**config.mk**
```make
export PLATFORM = sky130hd
export DESIGN_NAME = reg_file_flat
export DESIGN_NICKNAME = d
export VERILOG_FILES = /design/src/rtl/regfile_pkg.sv /design/src/rtl/reg_file_if.sv /design/src/rtl/regfile_rport.sv /design/src/rtl/reg_file.sv /design/src/flat_wrapper.sv
export SDC_FILE = /design/constraint.sdc
export NUM_CORES = 2
export LEC_CHECK = 0
export CELL_PAD_IN_SITES_DETAIL_PLACEMENT = 0
export CELL_PAD_IN_SITES_GLOBAL_PLACEMENT = 1
export CORE_MARGIN = 1
export CORE_UTILIZATION = 40
export DETAILED_ROUTE_END_ITERATION = 8
export GPL_TIMING_DRIVEN = 0
export PLACE_DENSITY = 0.67
export SLEW_MARGIN = 20
export SYNTH_ARGS = -nofsm -noshare
export SYNTH_HDL_FRONTEND = slang
export SYNTH_SLANG_ARGS = --single-unit
export TNS_END_PERCENT = 30
```
**constraint.sdc**
```tcl
create_clock -name clk -period 2.55 [get_ports clk]
set_input_delay 0.51 -clock clk [delete_from_list [all_inputs] [get_ports clk]]
set_output_delay 0.51 -clock clk [all_outputs]
set_load 0.03 [all_outputs]
```
**src/rtl/regfile_pkg.sv**
```systemverilog
// regfile_pkg: shared widths, the zero-register address and the address type
// used by the reg_file block and its read ports.
`default_nettype none

package regfile_pkg;

    localparam int REG_ADDR_W = 5;
    localparam int REG_DATA_W = 32;

    typedef logic [REG_ADDR_W-1:0] reg_addr_t;

    localparam reg_addr_t REG_ZERO = 5'd0;

endpackage : regfile_pkg

`default_nettype wire

```
**src/rtl/reg_file_if.sv**
```systemverilog
// reg_file_if: read/write/debug bus of the architectural register file.
// master = processor datapath (or bench), slave = reg_file.
`default_nettype none

interface reg_file_if #(
    parameter int DATA_W = 32,
    parameter int ADDR_W = 5
);
    logic [ADDR_W-1:0] raddr1;
    logic [ADDR_W-1:0] raddr2;
    logic [DATA_W-1:0] rdata1;
    logic [DATA_W-1:0] rdata2;
    logic              we;
    logic [ADDR_W-1:0] waddr;
    logic [DATA_W-1:0] wdata;
    logic [ADDR_W-1:0] dbg_addr;
    logic [DATA_W-1:0] dbg_data;

    modport master (
        output raddr1, raddr2, we, waddr, wdata, dbg_addr,
        input  rdata1, rdata2, dbg_data
    );

    modport slave (
        input  raddr1, raddr2, we, waddr, wdata, dbg_addr,
        output rdata1, rdata2, dbg_data
    );
endinterface : reg_file_if

`default_nettype wire

```
**src/rtl/regfile_rport.sv**
```systemverilog
// regfile_rport: one combinational read port with register-0 zero check.
// Define REGFILE_BYPASS_EN to forward same-cycle write data to this port.
`default_nettype none

module regfile_rport
    import regfile_pkg::*;
#(
    parameter int DATA_W = REG_DATA_W,
    parameter int ADDR_W = REG_ADDR_W
) (
    input  wire logic [2**ADDR_W-1:0][DATA_W-1:0] file_i,
    input  wire logic [ADDR_W-1:0]                raddr_i,
    input  wire logic                             byp_en_i,
    input  wire logic [ADDR_W-1:0]                waddr_i,
    input  wire logic [DATA_W-1:0]                wdata_i,
    output logic      [DATA_W-1:0]                rdata_o
);

    always_comb begin
        rdata_o = '0;
        if (raddr_i != ADDR_W'(REG_ZERO)) begin
`ifdef REGFILE_BYPASS_EN
            if (byp_en_i && (raddr_i == waddr_i)) begin
                rdata_o = wdata_i;
            end else begin
                rdata_o = file_i[raddr_i];
            end
`else
            rdata_o = file_i[raddr_i];
`endif
        end
    end

`ifndef REGFILE_BYPASS_EN
    // Write-side inputs only matter when forwarding is built in.
    logic w_unused_byp;
    assign w_unused_byp = ^{byp_en_i, waddr_i, wdata_i};
`endif

endmodule : regfile_rport

`default_nettype wire

```
**src/rtl/reg_file.sv**
```systemverilog
// reg_file: 32x32 architectural register file, 2 combinational read ports,
// 1 write port, r0 hardwired to zero. Optional macro: REGFILE_BYPASS_EN.
`default_nettype none

module reg_file
    import regfile_pkg::*;
#(
    parameter int DATA_W = REG_DATA_W,
    parameter int ADDR_W = REG_ADDR_W
) (
    input  wire logic   clk,
    input  wire logic   rst_n,
    reg_file_if.slave   bus
);

    localparam int DEPTH = 2**ADDR_W;

    // Only registers 1..DEPTH-1 are stored; r0 is spliced in as a constant.
    logic [DEPTH-1:1][DATA_W-1:0] regs_q;
    logic [DEPTH-1:1][DATA_W-1:0] regs_d;
    logic [DEPTH-1:0][DATA_W-1:0] w_file;
    logic                         w_wr_en;
    logic                         w_byp_en;

    assign w_wr_en  = bus.we && (bus.waddr != ADDR_W'(REG_ZERO));
    // A write that reset discards must not be forwarded either.
    assign w_byp_en = w_wr_en && rst_n;

    always_comb begin
        regs_d = regs_q;
        if (w_wr_en) begin
            regs_d[bus.waddr] = bus.wdata;
        end
    end

    always_ff @(posedge clk or negedge rst_n) begin
        if (!rst_n) begin
            regs_q <= '0;
        end else begin
            regs_q <= regs_d;
        end
    end

    assign w_file = {regs_q, {DATA_W{1'b0}}};

    regfile_rport #(
        .DATA_W (DATA_W),
        .ADDR_W (ADDR_W)
    ) u_rport1 (
        .file_i   (w_file),
        .raddr_i  (bus.raddr1),
        .byp_en_i (w_byp_en),
        .waddr_i  (bus.waddr),
        .wdata_i  (bus.wdata),
        .rdata_o  (bus.rdata1)
    );

    regfile_rport #(
        .DATA_W (DATA_W),
        .ADDR_W (ADDR_W)
    ) u_rport2 (
        .file_i   (w_file),
        .raddr_i  (bus.raddr2),
        .byp_en_i (w_byp_en),
        .waddr_i  (bus.waddr),
        .wdata_i  (bus.wdata),
        .rdata_o  (bus.rdata2)
    );

    always_comb begin
        bus.dbg_data = '0;
        if (bus.dbg_addr != ADDR_W'(REG_ZERO)) begin
            bus.dbg_data = w_file[bus.dbg_addr];
        end
    end

endmodule : reg_file

`default_nettype wire

```
**src/flat_wrapper.sv**
```systemverilog
// flat-port wrapper written by rule: the top's interface ports become plain ports
module reg_file_flat import regfile_pkg::*;
#(
    parameter int DATA_W = REG_DATA_W,
    parameter int ADDR_W = REG_ADDR_W
)
  (clk, rst_n, bus_raddr1, bus_raddr2, bus_we, bus_waddr, bus_wdata, bus_dbg_addr, bus_rdata1, bus_rdata2, bus_dbg_data);
  reg_file_if #(.DATA_W(DATA_W), .ADDR_W(ADDR_W)) bus_i ();
  input  wire logic clk;
  input  wire logic rst_n;
  input wire logic [$bits(bus_i.raddr1)-1:0] bus_raddr1;
  input wire logic [$bits(bus_i.raddr2)-1:0] bus_raddr2;
  input wire logic [$bits(bus_i.we)-1:0] bus_we;
  input wire logic [$bits(bus_i.waddr)-1:0] bus_waddr;
  input wire logic [$bits(bus_i.wdata)-1:0] bus_wdata;
  input wire logic [$bits(bus_i.dbg_addr)-1:0] bus_dbg_addr;
  output wire logic [$bits(bus_i.rdata1)-1:0] bus_rdata1;
  output wire logic [$bits(bus_i.rdata2)-1:0] bus_rdata2;
  output wire logic [$bits(bus_i.dbg_data)-1:0] bus_dbg_data;
  assign bus_i.raddr1 = bus_raddr1;
  assign bus_i.raddr2 = bus_raddr2;
  assign bus_i.we = bus_we;
  assign bus_i.waddr = bus_waddr;
  assign bus_i.wdata = bus_wdata;
  assign bus_i.dbg_addr = bus_dbg_addr;
  assign bus_rdata1 = bus_i.rdata1;
  assign bus_rdata2 = bus_i.rdata2;
  assign bus_dbg_data = bus_i.dbg_data;
  reg_file #(.DATA_W(DATA_W), .ADDR_W(ADDR_W)) u_core (.clk(clk), .rst_n(rst_n), .bus(bus_i));
endmodule
```
Word level (Yosys, flattened, before mapping). Index checks and enable logic that the tools add are counted.

Bits in registers: 992. Input port bits: 55. Memory bits (read-only): 0. Output and inout port bits: 96. Memory bits (writable): 0. Memories kept: 0. Word-level logic and storage cells: 54. Latch bits: 0.

Add/sub/neg operators: 0. Reduce and logical (&&, ||, !) cells: 6. Magnitude comparators: 5. Bitwise logic cells: 0. Equal/unequal tests: 0. Shift-type cells: 0. $mul: 0. Mux-type cells: 12. Divide/modulo/power cells: 0.

Operator list (count): 992-bit bitwise mux (1); 32-bit binary-select mux with 5-bit select (3); 32-bit 2-to-1 mux (7); 32-bit demux with 5-bit select (1); 5-bit by 6-bit < comparator with 1-bit output, second input constant (4); 5-bit nonzero test (4); 5-bit by 1-bit >= comparator with 1-bit output, second input constant (1); 1-bit logical AND (2).

Logic depth before layout (Yosys ltp).
Depth in word-level cells: 5. Gate-level depth with buffers: 9.

Modules after synthesis. From an unflattened synthesis, not the netlist that was laid out.

Cells, all modules: 4486. Area total of the unflattened synthesis: 62286.0 µm².

By module, submodules not included: reg_file (sequential area each 24823.8 µm², area an instance 45549.9 µm², times used 1, cells each 3158); regfile_rport (sequential area each 0.0 µm², area an instance 8368.0 µm², times used 2, cells each 664).

Least setup slack after synthesis. Ideal clock, no wire load.

Path type: in2out. Start point: input bus_raddr2[1]. End point: output bus_rdata2[31]. Data arrival time: 2.517 ns. Required time: 2.040 ns. Cell stages on the path: 7. Path buffers: 3. Path slack: -0.477 ns. Cell sequence: buf_2 buf_6 or2_2 buf_4 o22ai_1 nor3_1 nor4b_1.

Word-level cells in the longest chain between the ends: 3. Elaborated cells between the ends (all ways): 4. Those cells by class: mux: 3; reduce/logical: 1.

Ends and longest elaborated chain: from (decl) (line flat_wrapper.sv:12) `input wire logic [$bits(bus_i.raddr2)-1:0] bus_raddr2;`; 32-bit binary-select mux with 5-bit select (line regfile_rport.sv:29) `rdata_o = file_i[raddr_i];`; 32-bit 2-to-1 mux (implied by the code) (line regfile_rport.sv:29); 32-bit 2-to-1 mux (*) (line regfile_rport.sv:21) `if (raddr_i != ADDR_W'(REG_ZERO)) begin`; to (decl) (line flat_wrapper.sv:18) `output wire logic [$bits(bus_i.rdata2)-1:0] bus_rdata2;`.

Mark *: on every way between the ends. The rest lies on a longest branch, timed or not. The select of a mux whose other input is x is not followed.

Worst setup path after layout.
Start point: input bus_dbg_addr[1]. End point: output bus_dbg_data[31].

Word-level cells in the longest chain between the ends: 3. Elaborated cells between the ends (all ways): 4. Those cells by class: mux: 3; reduce/logical: 1.

Ends and longest elaborated chain: from (decl) (line flat_wrapper.sv:16) `input wire logic [$bits(bus_i.dbg_addr)-1:0] bus_dbg_addr;`; 32-bit binary-select mux with 5-bit select (line reg_file.sv:73) `bus.dbg_data = w_file[bus.dbg_addr];`; 32-bit 2-to-1 mux (implied by the code) (line reg_file.sv:73); 32-bit 2-to-1 mux (*) (line reg_file.sv:72) `if (bus.dbg_addr != ADDR_W'(REG_ZERO)) begin`; to (decl) (line flat_wrapper.sv:19) `output wire logic [$bits(bus_i.dbg_data)-1:0] bus_dbg_data;`.

Marks and branches as above.

==> results.cfg <==
[global_route]
gr-total-overflow = 0
grt_pass1_vias = 50900
grt_max_degree = 139
antenna_found_initial = 10
grt_use_total_pct = 41.6
grt_pass1_wl_um = 442000

[clock_network]
cts.sinks = 992
insertion_delay_ps = 800
cts_buffers = 117
clockBufferDepth = 3
clk_pin_slew_ps = 60
htreeDepth = 3
cts_tree = yes
root_buffer = clkbuf_16

[floorplan]
die_area_um2 = 156000
core_area_um2 = 153000
die_width_um = 395
die_h_um = 395
io_pins = 151
start_util_pct = 40.5
row_count = 143

[placed_design]
numPortBuffers = 144
dpl-instance-area_um2 = 66800
place_congestion = 1.02
dp.final_hpwl_um = 231000

[layout]
top_register = u_core.regs_q
finalNetCount = 5446
drive_above_1_share_pct = 53.9
finalInstanceArea_um2 = 80300
largestRegisters = u_core.regs_q x992
areaGrowthSynthToFinish_pct = 30.0
largest_reg_flops = 992

[power]
cellPowerDensity_nw_per_um2 = 715
power_frac_comb_pct = 31.0
swShare_pct = 34.4
switchingPower_mw = 19.7
p_clk_share_pct = 30.5
ir_drop_mv = 0.588
p_int_mw = 37.7
seqPwrFrac_pct = 38.5
power.leakage_nw = 34.3

[synth]
yosysWarnings = 0
synthCells = 4956
ys_seq_area_share_pct = 40.2
syn_nets = 5011
synth.distinct_cells = 44
netlist_area_um2 = 61800
ys_ff_latch = 992
ys.flop_type = dfrtp_1
synthArstFlopShare_pct = 100
syn-mean-instance-area_um2 = 12.5
synth_edf_count = 0

[timing]
drv_slew = 0
rsz0062_at_grt = yes
setup_viol = 429
slew_headroom_pct = 21.3
fin_ws_ps = -561
fin_skew_ps = 0
period_needed_ps = 3110
whs_ps = 257
max_freq_ghz = 0.321
period_share_pct = 122
finalHoldViolCount = 0
worst_slew_pin_slew_ps = 1180

[detailed_routing]
wl_um = 336000
dr.pass1.iters = 8
vias_per_cell = 7.00
drtIter0Drc = 7180
avgRoutedWirePerCell_um = 44.8
drcViolationCount = 0
vias = 52600
final_antenna_net_count = 0

[setup_path]
arrival_ps = 2600
critical_path.startpoint_type = input pin
r2r_cells = 2
critPathMaxFanout = 7
cp.required_ps = 2040
critPathCaptureType = output pin
crit_type = in -> out

[worst_hold_path]
hold_path_class = in -> async

[run_status]
violations = setup timing
status = finished with violations

[run]
drv_cap = 0
==> per-stage QoR <==
step / util (%) / std cells / setup slack [ps] / setup TNS [ps] / power [mW]
after floorplan: - / 4956 / -252 / -6170 / 30.9
after global placement: 43.4 / 7130 / -45800 / - / 35.9
after detailed placement: 43.8 / 7146 / -3020 / -720480 / 36.3
after CTS: 50.4 / 7392 / -435 / -31650 / 55.4
after global routing: 52.6 / 7513 / -580 / -45750 / 58.9
final: 52.6 / 7517 / -561 / -81140 / 57.4
==> cell type report <==
| type | instances | area, µm² |
|---|---|---|
| Multi-Input combinational cell | 3420 | 39100 |
| Tap cell | 2030 | 2540 |
| Timing Repair Buffer | 324 | 3830 |
| Fill cell | 13100 | 72300 |
| Clock inverter | 29 | 305 |
| Clock buffer | 182 | 3580 |
| Buffer | 536 | 6140 |
| Antenna cell | 4 | 10.0 |
| Sequential cell | 992 | 24800 |
==> cells in the final DEF, fill, tap and decap left out, types with 14 or more instances in the layout <==
| master | instances |
|---|---|
| a211oi_2 | 21 |
| a211oi_4 | 73 |
| a21oi_2 | 14 |
| a21oi_4 | 18 |
| a221o_1 | 32 |
| a221oi_1 | 42 |
| a221oi_2 | 18 |
| a22oi_1 | 48 |
| a22oi_2 | 48 |
| buf_12 | 93 |
| buf_16 | 44 |
| buf_2 | 74 |
| buf_4 | 187 |
| buf_6 | 152 |
| buf_8 | 47 |
| clkbuf_1 | 124 |
| clkbuf_16 | 156 |
| clkbuf_4 | 23 |
| clkbuf_8 | 92 |
| clkdlybuf4s50_1 | 38 |
| clkinv_2 | 20 |
| dfrtp_1 | 991 |
| mux2_1 | 17 |
| mux2_2 | 1147 |
| mux2_4 | 52 |
| mux2i_1 | 820 |
| mux4_2 | 192 |
| nand2_1 | 20 |
| nor2b_4 | 24 |
| nor3_1 | 44 |
| nor3_2 | 99 |
| nor3_4 | 50 |
| nor4_4 | 28 |
| o22ai_1 | 294 |
| o22ai_2 | 129 |
| o22ai_4 | 23 |
| or3_4 | 58 |
==> cells by family after synthesis <==
| group | synth area share (%) |
|---|---|
| buffers and inverters | 4.62 |
| and+or+nand+nor | 4.01 |
| AOI/OAI and AO/OA | 8.53 |
| DFF | 40.2 |
| muxes | 42.7 |
==> routing by layer <==
layer / share of wire (%) / routed length [µm] / global-route usage, %
met4: 9.5 / 32100 / 31.7
met3: 12 / 41800 / 14.7
met5: 0.024 / 80 / 0
met1: 37 / 125000 / 52.2
met2: 41 / 138000 / 58.3
==> repair_timing <==
action	in CTS	in global routing
hold buffers	1	0
hold endpoints to repair	44	0
setup endpoints to repair	115	295
pin swaps	142	139
buffers inserted	36	110
gates cloned	5	13
gates resized for setup	1988	429
==> path summary, 6_finish.rpt <==
kind	from	end	slack [ps]
max in group asynchronous	rst_n	u_core.regs_q[269]$_DFFE_PN0P_	290
hold / removal	rst_n	u_core.regs_q[182]$_DFFE_PN0P_	260
setup reg to reg	u_core.regs_q[169]$_DFFE_PN0P_	u_core.regs_q[169]$_DFFE_PN0P_	1600
hold reg to reg	u_core.regs_q[444]$_DFFE_PN0P_	u_core.regs_q[444]$_DFFE_PN0P_	530
min in group clk	bus_wdata[4]	u_core.regs_q[356]$_DFFE_PN0P_	410
setup / recovery	bus_dbg_addr[1]	bus_dbg_data[31]	-560
==> critical path: stages <==
cell and delay, ps:
buf_12 110, buf_12 130, buf_6 120, nand2b_4 180
buf_12 180, buf_4 140, o22ai_1 170, nor3_1 150
nor4_4 650, buf_6 220
==> cells in the mapped netlist, types with 2 or more instances <==
| library cell | number | area (µm²) |
|---|---|---|
| and2_0 | 2 | 12.5 |
| mux2_2 | 1198 | 13500 |
| nor2_2 | 4 | 25.0 |
| o22ai_1 | 446 | 2790 |
| buf_8 | 3 | 45.0 |
| mux2i_1 | 834 | 8350 |
| buf_6 | 19 | 214 |
| dfrtp_1 | 992 | 24800 |
| o2111a_1 | 2 | 22.5 |
| or2_2 | 6 | 37.5 |
| buf_1 | 14 | 52.6 |
| nor3b_1 | 4 | 30.0 |
| a22oi_1 | 96 | 721 |
| nor4_2 | 31 | 388 |
| mux4_2 | 192 | 4320 |
| nor4b_1 | 2 | 17.5 |
| nand3b_1 | 8 | 60.1 |
| nand3_1 | 4 | 20.0 |
| a221oi_1 | 62 | 543 |
| a21oi_1 | 32 | 160 |
| a211oi_1 | 92 | 691 |
| or3_1 | 62 | 388 |
| clkbuf_1 | 216 | 811 |
| nand2b_1 | 10 | 62.6 |
| nand2_1 | 23 | 86.3 |
| buf_4 | 90 | 676 |
| nor2_1 | 15 | 56.3 |
| and2b_1 | 2 | 15.0 |
| buf_2 | 198 | 991 |
| buf_12 | 3 | 60.1 |
| mux2_1 | 18 | 203 |
| a221o_1 | 32 | 320 |
| or3b_2 | 2 | 17.5 |
| nor2b_1 | 39 | 244 |
| nor3_1 | 193 | 966 |
| a211oi_2 | 2 | 25.0 |
==> power by group through the flow <==
stage / combinational [mW] / clock (mW) / sequential (mW)
CTS: 16.1 / 17.5 / 21.8
floorplan: 9.80 / 0 / 21.1
global route: 18.3 / 18.1 / 22.5
detailed placement: 14.2 / 0 / 22.1
finish: 17.8 / 17.5 / 22.1
global placement: 13.8 / 0 / 22.0
No activity file was read; power rests on OpenSTA's default activity.
